## config.mk

```make
export PLATFORM = sky130hd
export DESIGN_NAME = riscv_dmem_bus_bridge
export DESIGN_NICKNAME = d
export VERILOG_FILES = /design/src/rtl/riscv_dmem_bus_bridge_pkg.sv /design/src/rtl/riscv_dmem_align_check.sv /design/src/rtl/riscv_dmem_bus_bridge.sv
export SDC_FILE = /design/constraint.sdc
export NUM_CORES = 1
export LEC_CHECK = 0
export CELL_PAD_IN_SITES_DETAIL_PLACEMENT = 2
export CELL_PAD_IN_SITES_GLOBAL_PLACEMENT = 2
export CORE_MARGIN = 4
export CORE_UTILIZATION = 18
export DETAILED_ROUTE_END_ITERATION = 12
export PLACE_DENSITY_LB_ADDON = 0.15
export SLEW_MARGIN = 20
export SYNTH_ARGS = -nofsm -noshare
export SYNTH_HDL_FRONTEND = slang
export SYNTH_SLANG_ARGS = --single-unit
```

## constraint.sdc

```tcl
create_clock -name i_clk -period 2.09 [get_ports i_clk]
set_clock_uncertainty 0.1 [all_clocks]
set_input_delay 0.627 -clock i_clk [delete_from_list [all_inputs] [get_ports i_clk]]
set_output_delay 0.627 -clock i_clk [all_outputs]
set_load 0.1 [all_outputs]
```

## src/rtl/riscv_dmem_bus_bridge_pkg.sv

```systemverilog
// riscv_dmem_bus_bridge_pkg: shared FSM encoding, load/store funct3 codes and bridge defaults.
package riscv_dmem_bus_bridge_pkg;

    typedef enum logic [1:0] {
        ST_IDLE = 2'd0,
        ST_REQ  = 2'd1,
        ST_RESP = 2'd2,
        ST_DONE = 2'd3
    } bridge_state_t;

    localparam logic [2:0] FUNCT3_MEM_BYTE  = 3'b000;
    localparam logic [2:0] FUNCT3_MEM_HALF  = 3'b001;
    localparam logic [2:0] FUNCT3_MEM_WORD  = 3'b010;
    localparam logic [2:0] FUNCT3_MEM_BYTEU = 3'b100;
    localparam logic [2:0] FUNCT3_MEM_HALFU = 3'b101;

    localparam int DEFAULT_TIMEOUT_CYCLES = 16;

endpackage

```

## src/rtl/riscv_dmem_align_check.sv

```systemverilog
// riscv_dmem_align_check: flags halfword accesses on odd addresses and word accesses off a 4-byte boundary.
module riscv_dmem_align_check
    import riscv_dmem_bus_bridge_pkg::*;
(
    input  logic [2:0] func3_i,
    input  logic [1:0] addr_lo_i,
    output logic       misaligned_o
);

    logic is_half;
    logic is_word;

    assign is_half      = (func3_i == FUNCT3_MEM_HALF) | (func3_i == FUNCT3_MEM_HALFU);
    assign is_word      = (func3_i == FUNCT3_MEM_WORD);
    assign misaligned_o = (is_half & addr_lo_i[0]) | (is_word & (|addr_lo_i));

endmodule

```

## src/rtl/riscv_dmem_bus_bridge.sv

```systemverilog
// riscv_dmem_bus_bridge: MEM-stage req/gnt/rvalid bus master that stalls the pipeline
// until the access completes and reports misalignment, bus errors and timeouts.
module riscv_dmem_bus_bridge
    import riscv_dmem_bus_bridge_pkg::*;
#(
    parameter int XLEN           = 32,
    parameter int TIMEOUT_CYCLES = DEFAULT_TIMEOUT_CYCLES,
    parameter int CNT_W          = $clog2(TIMEOUT_CYCLES + 1)
) (
    input  logic              i_clk,
    input  logic              i_rst,
    input  logic              i_mem_req,
    input  logic [XLEN-1:0]   i_mem_addr,
    input  logic [2:0]        i_mem_func3,
    input  logic              i_mem_wr_en,
    input  logic [XLEN-1:0]   i_mem_wr_data,
    input  logic [XLEN/8-1:0] i_mem_byte_sel,
    output logic              o_mem_stall,
    output logic              o_mem_done,
    output logic              o_mem_err,
    output logic [XLEN-1:0]   o_mem_rd_data,
    output logic              o_bus_req,
    output logic              o_bus_we,
    output logic [XLEN-1:0]   o_bus_addr,
    output logic [XLEN-1:0]   o_bus_wdata,
    output logic [XLEN/8-1:0] o_bus_be,
    input  logic              i_bus_gnt,
    input  logic              i_bus_rvalid,
    input  logic [XLEN-1:0]   i_bus_rdata,
    input  logic              i_bus_err
);

    bridge_state_t     state_q;
    logic [CNT_W-1:0]  cnt_q;
    logic [CNT_W-1:0]  cnt_d;
    logic              timeout;
    logic              misaligned;
    logic              done_q;
    logic              err_q;
    logic [XLEN-1:0]   rd_data_q;
    logic              bus_req_q;
    logic              bus_we_q;
    logic [XLEN-1:0]   bus_addr_q;
    logic [XLEN-1:0]   bus_wdata_q;
    logic [XLEN/8-1:0] bus_be_q;

    riscv_dmem_align_check u_align (
        .func3_i      (i_mem_func3),
        .addr_lo_i    (i_mem_addr[1:0]),
        .misaligned_o (misaligned)
    );

    assign cnt_d   = cnt_q + 1'b1;
    assign timeout = (cnt_d == CNT_W'(TIMEOUT_CYCLES));

    always_ff @(posedge i_clk) begin
        if (i_rst) begin
            state_q     <= ST_IDLE;
            cnt_q       <= '0;
            done_q      <= 1'b0;
            err_q       <= 1'b0;
            rd_data_q   <= '0;
            bus_req_q   <= 1'b0;
            bus_we_q    <= 1'b0;
            bus_addr_q  <= '0;
            bus_wdata_q <= '0;
            bus_be_q    <= '0;
        end else begin
            done_q <= 1'b0;
            err_q  <= 1'b0;
            case (state_q)
                ST_IDLE: begin
                    if (i_mem_req && misaligned) begin
                        state_q <= ST_DONE;
                        done_q  <= 1'b1;
                        err_q   <= 1'b1;
                    end else if (i_mem_req) begin
                        state_q     <= ST_REQ;
                        cnt_q       <= '0;
                        bus_req_q   <= 1'b1;
                        bus_we_q    <= i_mem_wr_en;
                        bus_addr_q  <= {i_mem_addr[XLEN-1:2], 2'b00};
                        bus_wdata_q <= i_mem_wr_data;
                        bus_be_q    <= i_mem_byte_sel;
                    end
                end
                ST_REQ: begin
                    cnt_q <= cnt_d;
                    // timeout wins over a same-cycle grant so an abandoned request is never tracked
                    if (timeout) begin
                        state_q   <= ST_DONE;
                        bus_req_q <= 1'b0;
                        done_q    <= 1'b1;
                        err_q     <= 1'b1;
                    end else if (i_bus_gnt) begin
                        state_q   <= ST_RESP;
                        bus_req_q <= 1'b0;
                    end
                end
                ST_RESP: begin
                    cnt_q <= cnt_d;
                    if (i_bus_rvalid) begin
                        state_q <= ST_DONE;
                        done_q  <= 1'b1;
                        err_q   <= i_bus_err;
                        if (!bus_we_q && !i_bus_err) rd_data_q <= i_bus_rdata;
                    end else if (timeout) begin
                        state_q <= ST_DONE;
                        done_q  <= 1'b1;
                        err_q   <= 1'b1;
                    end
                end
                ST_DONE: state_q <= ST_IDLE;
                default: state_q <= ST_IDLE;
            endcase
        end
    end

    assign o_mem_stall   = i_mem_req & (state_q != ST_DONE);
    assign o_mem_done    = done_q;
    assign o_mem_err     = err_q;
    assign o_mem_rd_data = rd_data_q;
    assign o_bus_req     = bus_req_q;
    assign o_bus_we      = bus_we_q;
    assign o_bus_addr    = bus_addr_q;
    assign o_bus_wdata   = bus_wdata_q;
    assign o_bus_be      = bus_be_q;

endmodule

```

# Yosys cells after proc, flatten, opt, wreduce, memory -nomap -nowiden
# Index checks and enable logic that the tools add are counted.
# W data, S select, Z words.
dict set report totals {
  reg_bits 109
  latch_bits 0
  mem_bits_rw 0
  romBits 0
  input_bits 110
  output_inout_bits 105
  wordCells 65
  mem_count 0
}
dict set report classes {
  addsub 1
  mul 0
  div 0
  magnitude_cmp 0
  eq_ne 13
  n_shift 0
  muxes 21
  bitwise_logic 6
  reduce_logical 14
}
# op n
set ops {}
lappend ops {{$mux W2} 6}
lappend ops {{$reduce_and A3 Y1} 4}
lappend ops {{$mux W5} 2}
lappend ops {{$pmux W5 S2} 1}
lappend ops {{$ne A3 B3 Y1 const B} 3}
lappend ops {{$mux W1} 8}
lappend ops {{$pmux W2 S4} 1}
lappend ops {{$ne A2 B2 Y1 const B} 3}
lappend ops {{$pmux W1 S3} 2}
lappend ops {{$add A5 B1 Y5 const B} 1}
lappend ops {{$eq A5 B5 Y1 const B} 1}
lappend ops {{$eq A2 B2 Y1 const B} 2}
lappend ops {{$reduce_and A4 Y1} 1}
lappend ops {{$reduce_bool A2 Y1} 2}
lappend ops {{$reduce_or A2 Y1} 2}
lappend ops {{$and A1 B1 Y1} 3}
lappend ops {{$eq A3 B1 Y1 const B} 1}
lappend ops {{$eq A3 B2 Y1 const B} 1}
lappend ops {{$eq A3 B3 Y1 const B} 1}
lappend ops {{$eq A2 B1 Y1 const B} 1}
lappend ops {{$logic_and A1 B1 Y1} 2}
lappend ops {{$logic_not A1 Y1} 2}
lappend ops {{$logic_not A2 Y1} 1}
lappend ops {{$or A1 B1 Y1} 2}
lappend ops {{2 further kinds} 2}

# Logic depth before layout (Yosys ltp)
# Gate-level depths: netlist of run 1.
dict set report logic_depth {
  depth_word 7
  ltp_mapped 8
  ltp_nobuf 7
}

# Hierarchy
# From an unflattened synthesis of run 1, not the netlist that was laid out.
dict set report unflattened {
  cells_unflattened 521
  hier_area_um2 4134.0
}
# module n_inst cells_per_inst area_per_inst_um2 seq_area_each_um2
set by_module_without_submodules {}
lappend by_module_without_submodules {riscv_dmem_bus_bridge 1 517 4110.2 2182.1}
lappend by_module_without_submodules {riscv_dmem_align_check 1 4 23.8 0.0}

# Least setup slack after synthesis of run 1
# Ideal clock, no wire load.
dict set report synth_timing {
  kind {input to output}
  from {in i_mem_req}
  to {out o_mem_stall}
  arrival_ns 1.925
  required_time_ns 1.363
  slack_ns -0.562
  path_stages 2
  n_path_buf 0
  path_cell_list {inv_2 nor2_1}
}
dict set report synth_via {
  elab_chain_len 1
}
# item line
set synth_lines {}
lappend synth_lines {{start, declared} riscv_dmem_bus_bridge.sv:12} ;# input logic i_mem_req,
lappend synth_lines {{$and A1 B1 Y1} riscv_dmem_bus_bridge.sv:119} ;# assign o_mem_stall = i_mem_req & (state_q != ST_DONE);
lappend synth_lines {{end, declared} riscv_dmem_bus_bridge.sv:18} ;# output logic o_mem_stall,
# No other way between the ends.

# Worst setup path after layout of run 1
dict set report layout_timing {
  from {in i_mem_addr[0]}
  to {reg bus_addr_q[19] (netlist: o_bus_addr[19])}
}
dict set report layout_via {
  elab_chain_len 6
  elab_cells_between_ends 7
  classes_between {bitwise: 4; reduce/logical: 3}
}
# item line
set layout_lines {}
lappend layout_lines {{start, declared} riscv_dmem_bus_bridge.sv:13} ;# input logic [XLEN-1:0] i_mem_addr,
lappend layout_lines {{$reduce_or A2 Y1} riscv_dmem_align_check.sv:15} ;# assign misaligned_o = (is_half & addr_lo_i[0]) | (is_word & (|addr_lo_i));
lappend layout_lines {{$and A1 B1 Y1} riscv_dmem_align_check.sv:15}
lappend layout_lines {{$or A1 B1 Y1 (*)} riscv_dmem_align_check.sv:15}
lappend layout_lines {{$logic_and A1 B1 Y1 (*)} riscv_dmem_bus_bridge.sv:73} ;# if (i_mem_req && misaligned) begin
lappend layout_lines {{$not A1 Y1 (no source line) (*)} -}
lappend layout_lines {{$reduce_and A3 Y1 (no source line) (*)} -}
lappend layout_lines {{end signal, assigned} riscv_dmem_bus_bridge.sv:82} ;# bus_addr_q <= {i_mem_addr[XLEN-1:2], 2'b00};
lappend layout_lines {{end, declared} riscv_dmem_bus_bridge.sv:43} ;# logic [XLEN-1:0] bus_addr_q;
# Mark *: on every way between the ends. The rest lies on a longest branch, timed or not.
# A chain may end at the register's enable or synchronous reset.

==> impl_metrics.toml, run 1 <==
[power_and_ir_drop]
leakagePower_nw = 3.04
combPwrFrac = 0.525
intPower_w = 0.00506
switchingPower_w = 0.00408
netSwitchingFraction = 0.447
power.total_w = 0.00914
ir_worst_vdd_v = 0.000368
pwr-share-seq = 0.290
p_per_area_nw_per_um2 = 1110
clkPwrFrac = 0.185

[timing]
rsz0062_at_grt = "false"
period_needed_ps = 2040
max_freq_mhz = 491
fin_tns_setup_ps = 0
fin_crit_sh = 0.974
drv_slew = 0
final_hold_viol_count = 0
setup_viol_count_final = 0

[worst_setup_path]
crit_top_cell = "buf_12"
critPathLaunchType = "primary input"
crit_slowest_cell = "nor4_4"
cp_max_fo = 7
cpPeakStageDelay_ps = 300
worst-setup-path-type = "in2reg"
worst_setup_path_end_kind = "flop"
cp_data_required_time_ps = 2280
cp_cell_sequence = "dlygate4sd2_1 > and3b_4 > buf_4 > nor4_4 > buf_6 > buf_12 > buf_12 > buf_16 > nand2_1 > a21oi_2"
arrival_ps = 2220

[global_route]
grt_max_degree = 61
grt_pass1_wl_mm = 28.1
grtUsageTotal = 0.138
grt_antenna_before_repair = 1
grt_pass1_vias = 4834
grt_overflow = 0

[cts]
clk_pin_slew_ps = 80
cts_buffers = 9
cts_tree = "done"
cts_root_buf = "clkbuf_16"
cts_num_sinks = 109
clock_latency_ps = 340
clockBufferDepth = 2
h-tree-depth = 3
hold_buffers = 0

[drt]
wl_per_cell_um = 17.5
drc = 0
dr.pass1.iters = 4
drtIter0Drc = 113
viasPerCell = 4.36
wl_mm = 18.0
via_count = 4469
ant_nets = 0

[place]
dpl.hpwl_mm = 12.9
port_buffers = 212
place.gp.congestion = 0.712

[die]
initial_core_util = 0.186
rows = 54
die_h_um = 159
core_area_sq_um = 22100
io_pins = 215
die_w_um = 159
fp.dieArea_sq_um = 25300

[layout]
layout_common_cells = "202 x nand2_1, 112 x buf_12, 109 x dfxtp_1, 105 x a21oi_1, 102 x clkdlybuf4s50_1"
seqCellArea_sq_um = 2180
area_growth_pct = 101
finalNetCount = 855
drive_gt1_frac = 0.226
diodes = 0
fillers = 2378
final_common_cell = "nand2_1"
multi_input_area_sq_um = 1810

[yosys]
synth_seq_area_share = 0.532
synth_area_per_cell_sq_um = 7.87
ys_types = 37
synth-seq-cells = 109
netlist_instances = 521
syn-cell-area_sq_um = 4100
synth_warnings = 0

[job]
drv_cap = 0

[min_path]
hold_path_class = "reg2reg"

[status]
status = "completed"
[flip-flops by register name (all words and copies together) (netlist names)]
name and flops:
o_bus_wdata 32, o_mem_rd_data 32, o_bus_addr 30, cnt_q 5, o_bus_be 4, state_q 2, o_bus_req 1, o_bus_we 1
o_mem_done 1, o_mem_err 1
[logic make-up (layout without fill, tap and decap cells)]
logic type | Yosys count | in the layout | synth area share
AOI/OAI and AO/OA | 129 | 129 | 0.170
adders and majority gates | 6 | 6 | 0.0183
buffers and inverters | 42 | 264 | 0.0427
DFF | 109 | 109 | 0.532
muxes | 1 | 1 | 0.00244
other | 1 | 2 | 0.000915
and+or+nand+nor | 233 | 233 | 0.234
[final cells by class]
class	instances	share of cell area
Clock buffer	10	0.0290
Sequential cell	109	0.265
Inverter	6	0.00274
Clock inverter	6	0.00578
Tap cell	280	0.0426
Multi-Input combinational cell	371	0.220
Timing Repair Buffer	242	0.434
[power groups by stage]
stage          clock (W)  combinational, W  sequential (W)
2_1_floorplan          0          0.000997         0.00427
3_3_place_gp           0           0.00432         0.00269
3_5_place_dp           0           0.00439         0.00271
4_1_cts          0.00180           0.00482         0.00266
5_1_grt          0.00188           0.00505         0.00270
6_report         0.00169           0.00479         0.00265
[synth_stat cells]
cell type    n  area share
a211oi_1     2      0.0037
a21oi_1    110        0.13
a31o_2       1      0.0021
a31oi_1      1      0.0015
a41oi_1      1      0.0021
and3_1       1      0.0015
and3b_4      1      0.0031
and4b_1      1      0.0024
and4bb_1     1      0.0031
and4bb_2     1      0.0031
buf_2        8      0.0098
buf_4        2      0.0037
clkbuf_1    26       0.024
conb_1       1     0.00091
dfxtp_1    109        0.53
ha_1         6       0.018
inv_1        5      0.0046
inv_2        1     0.00091
mux2i_1      1      0.0024
nand2_1    204        0.19
nand2b_1     4      0.0061
nand3_1      4      0.0049
nand3b_1     1      0.0018
nand4b_1     1      0.0021
nor2_1       7      0.0064
nor2b_1      2      0.0031
nor3_1       1      0.0012
nor4_1       1      0.0015
nor4_2       1      0.0031
o21a_1       1      0.0018
o21ai_0      8      0.0098
o22ai_1      1      0.0015
o31ai_1      1      0.0018
o32ai_1      2      0.0043
o41ai_4      1      0.0067
or3_1        1      0.0015
or4_1        1      0.0018
[path summary, 6_finish.rpt]
path | from | to | slack [ps] | cells after the start
setup reg to reg | state_q[0]$_SDFFE_PP0P_ | o_bus_addr[19]$_SDFFE_PP0P_ | 180 | 10
hold reg to reg | o_mem_rd_data[11]$_SDFFE_PP0P_ | o_mem_rd_data[11]$_SDFFE_PP0P_ | 390 | 2
setup / recovery | i_mem_addr[0] | o_bus_addr[19]$_SDFFE_PP0P_ | 50 | 10
hold / removal | o_mem_rd_data[11]$_SDFFE_PP0P_ | o_mem_rd_data[11]$_SDFFE_PP0P_ | 390 | 2
[critical path: cells and delay by family]
family                 cells  cell delay (ps)
AOI/OAI and AO/OA          1              120
buffers and inverters      6              880
and+or+nand+nor            3              590
[timing repair]
action / CTS / global route
endpoints found under the setup margin: 74 / 45
cloned: 5 / 0
pin swaps: 5 / 4
buffers inserted: 8 / 0
gates resized for setup: 22 / 9
[stage by stage]
| stage | instance area (sq um) | instances | setup WS [ps] | util | hold WS (ps) |
|---|---|---|---|---|---|
| floorplan | 4120 | 522 | -5.95 | - | 370 |
| CTS | 8200 | 1024 | 15.1 | 0.371 | 400 |
| detailed placement | 7660 | 995 | -567 | 0.347 | 388 |
| global route | 8230 | 1024 | 0.970 | 0.372 | 416 |
| global placement | 7660 | 995 | -452 | 0.347 | 379 |
| finish | 8230 | 1024 | 54.5 | 0.372 | 394 |
[per-layer routing]
| layer | up-vias | wire [um] | track usage |
|---|---|---|---|
| met2 | 144 | 8670 | 0.238 |
| li1 | 2141 | - | - |
| met3 | 11 | 1670 | 0.0617 |
| met4 | 2 | 143 | 0.0272 |
| met1 | 2171 | 7460 | 0.160 |
| met5 | - | 13 | 0 |
Note: power is estimated with default switching activity, not from simulation.
==> run 2: changes to the inputs <==
--- a/config.mk
+++ b/config.mk
@@ -5,6 +5,7 @@
 export SDC_FILE = /design/constraint.sdc
 export NUM_CORES = 1
 export LEC_CHECK = 0
+export CAP_MARGIN = 10
 export CELL_PAD_IN_SITES_DETAIL_PLACEMENT = 2
 export CELL_PAD_IN_SITES_GLOBAL_PLACEMENT = 2
 export CORE_MARGIN = 4
==> results of run 2 <==
Final layout, timing and power as in run 1 (identical DEF).
==> run 3: changes to the inputs <==
--- a/config.mk
+++ b/config.mk
@@ -9,7 +9,8 @@
 export CELL_PAD_IN_SITES_DETAIL_PLACEMENT = 2
 export CELL_PAD_IN_SITES_GLOBAL_PLACEMENT = 2
 export CORE_MARGIN = 4
-export CORE_UTILIZATION = 18
+export CORE_UTILIZATION = 19
+export CTS_BUF_LIST = sky130_fd_sc_hd__clkbuf_2
 export DETAILED_ROUTE_END_ITERATION = 12
 export PLACE_DENSITY_LB_ADDON = 0.15
 export SLEW_MARGIN = 20
==> run 3 against run 2 <==
Net effect: the run now ends with negative setup slack left; via count decreased by 1.9%; non-clock buffer count is 5 lower; power decreased by 8.7%; final cell count down 0.78%; routed wire length shrank 2.9%; combinational power decreased by 4%; register-to-register slack worse by 70 ps; hold slack worse by 180 ps; flip-flop and latch count unchanged; highest routed layer unchanged.
==> impl_metrics.toml, run 3 (same netlist as run 1, synthesis figures left out) <==
[status]
status = "finished, violations left"
violations = "negative setup slack"

[min_path]
hold_path_class = "in2reg"

[timing]
fin_tns_setup_ps = -149
rsz0062_at_grt = "true"
max_freq_mhz = 447
period_needed_ps = 2240
fin_crit_sh = 1.07
layout_setup_ws_ps = -149
setup_viol_count_final = 1
drv_slew = 0
final_hold_viol_count = 0

[drt]
wl_mm = 17.4
dr.pass1.iters = 3
drc = 0
wl_per_cell_um = 17.2
ant_nets = 0
viasPerCell = 4.31
via_count = 4382
drtIter0Drc = 129

[die]
die_w_um = 155
die_h_um = 155
fp.dieArea_sq_um = 24000
initial_core_util = 0.194
rows = 53
io_pins = 215
core_area_sq_um = 21200

[power_and_ir_drop]
netSwitchingFraction = 0.474
clkPwrFrac = 0.126
ir_worst_vdd_v = 0.000355
pwr-share-seq = 0.323
leakagePower_nw = 2.92
intPower_w = 0.00439
p_per_area_nw_per_um2 = 1050
combPwrFrac = 0.551
switchingPower_w = 0.00396

[layout]
finalNetCount = 850
final_common_cell = "nand2_1"
layout_common_cells = "204 x nand2_1, 110 x a21oi_1, 107 x buf_12, 107 x clkdlybuf4s50_1, 68 x dfxtp_2"
drive_gt1_frac = 0.310
area_growth_pct = 94.5
fillers = 2320

[cts]
clockBufferDepth = 2
clk_pin_slew_ps = 320
cts_buffers = 9
cts_num_sinks = 109
cts_tree = "done"
cts_root_buf = "clkbuf_2"
h-tree-depth = 3
clock_latency_ps = 630

[place]
dpl.hpwl_mm = 12.9
port_buffers = 212
pre_cts_slack_ps = -562
place.gp.congestion = 0.715

[worst_setup_path]
r2r_end = "o_bus_addr[16]$_SDFFE_PP0P_"
cpLargestDelayFamily = "flip-flops"
cp_max_fo = 2
cp_data_required_time_ps = 1360
arrival_ps = 1510
cpPeakStageDelay_ps = 430
crit_start = "state_q[0]$_SDFFE_PP0P_"
rr_worst_depth = 9
worst_setup_path_end_kind = "primary output"
crit_slowest_cell = "dfxtp_4"
worst-setup-path-type = "reg2out"
crit_path_end = "o_mem_stall"
worstReg2RegStart = "state_q[1]$_SDFFE_PP0P_"
rrSetupSlack_ps = 110
path_buf_inv = 1
crit_cells = 3
cp_cell_sequence = "ha_4 > nor2_4 > buf_12"
critPathLaunchType = "flop"

[global_route]
grt_max_degree = 60
grt_pass1_wl_mm = 26.9
grt_antenna_before_repair = 2
grt_overflow = 0
grtUsageTotal = 0.141
grt_pass1_vias = 4860

[job]
drv_cap = 0
run 3: cell count changes in the layout (fill, tap and decap cells not counted), moves of 4 or more:
cell,previous run,this run
dfxtp_1,109,36
dfxtp_2,0,68
clkbuf_2,0,10
clkbuf_16,9,1
buf_12,112,107
buf_16,4,0
dfxtp_4,0,5
a21oi_2,5,0
a21oi_1,105,110
clkdlybuf4s50_1,102,107
run 3: stage by stage:
stage / utilization / cell area [sq um] / std cells / hold slack [ps] / power, W
detailed placement: 0.362 / 7650 / 991 / 387 / 0.00712
global route: 0.377 / 7970 / 1016 / 145 / 0.00881
floorplan: - / 4120 / 522 / 370 / 0.00527
CTS: 0.371 / 7850 / 1009 / 137 / 0.00831
global placement: 0.362 / 7650 / 991 / 379 / 0.00701
finish: 0.377 / 7970 / 1016 / 212 / 0.00835
run 3: repair_timing:
item                                    in CTS  in global routing
hold buffers                                 0                  0
endpoints found under the setup margin      38                102
buffers inserted                             2                  3
cloned                                       0                  2
resized for setup                           45                 44
pin swaps                                    2                  4
run 3: power groups by stage:
stage	Combinational, W	Clock [W]	Sequential, W
2_1_floorplan	0.000997	0	0.00427
3_3_place_gp	0.00433	0	0.00269
3_5_place_dp	0.00442	0	0.00271
4_1_cts	0.00449	0.00113	0.00269
5_1_grt	0.00486	0.00122	0.00273
6_report	0.00460	0.00105	0.00269
run 3: worst min-delay path by stage:
stage | startpoint | endpoint | slack (ps) | depth (start not counted)
5_1_grt | i_rst | o_bus_addr[3]$_SDFFE_PP0P_ | 150 | 2
3_5_place_dp | o_mem_rd_data[28]$_SDFFE_PP0P_ | o_mem_rd_data[28]$_SDFFE_PP0P_ | 390 | 2
3_3_place_gp | o_bus_wdata[5]$_SDFFE_PP0P_ | o_bus_wdata[5]$_SDFFE_PP0P_ | 380 | 2
6_report | i_rst | o_bus_addr[3]$_SDFFE_PP0P_ | 210 | 2
4_1_cts | i_rst | o_bus_addr[3]$_SDFFE_PP0P_ | 140 | 2
2_1_floorplan | cnt_q[1]$_SDFFE_PP0P_ | cnt_q[1]$_SDFFE_PP0P_ | 370 | 2
run 3: area by class of cell:
cell class                      instances  area (sq um)  area share
Multi-Input combinational cell        371          1790       0.225
Clock inverter                          6          62.6     0.00785
Tap cell                              275           344      0.0432
Sequential cell                       109          2290       0.287
Antenna cell                            2          5.00    0.000628
Inverter                                6          22.5     0.00282
Timing Repair Buffer                  237          3410       0.428
Clock buffer                           10          50.0     0.00628
run 3: metal layers:
metal | track usage | vias up | wire length [um] | share of wire
met2 | 0.239 | 134 | 8640 | 0.50
met1 | 0.164 | 2106 | 7110 | 0.41
li1 | - | 2128 | - | -
met4 | 0.0429 | 2 | 218 | 0.013
met3 | 0.0562 | 12 | 1460 | 0.083
met5 | 0 | - | 8 | 0.00046
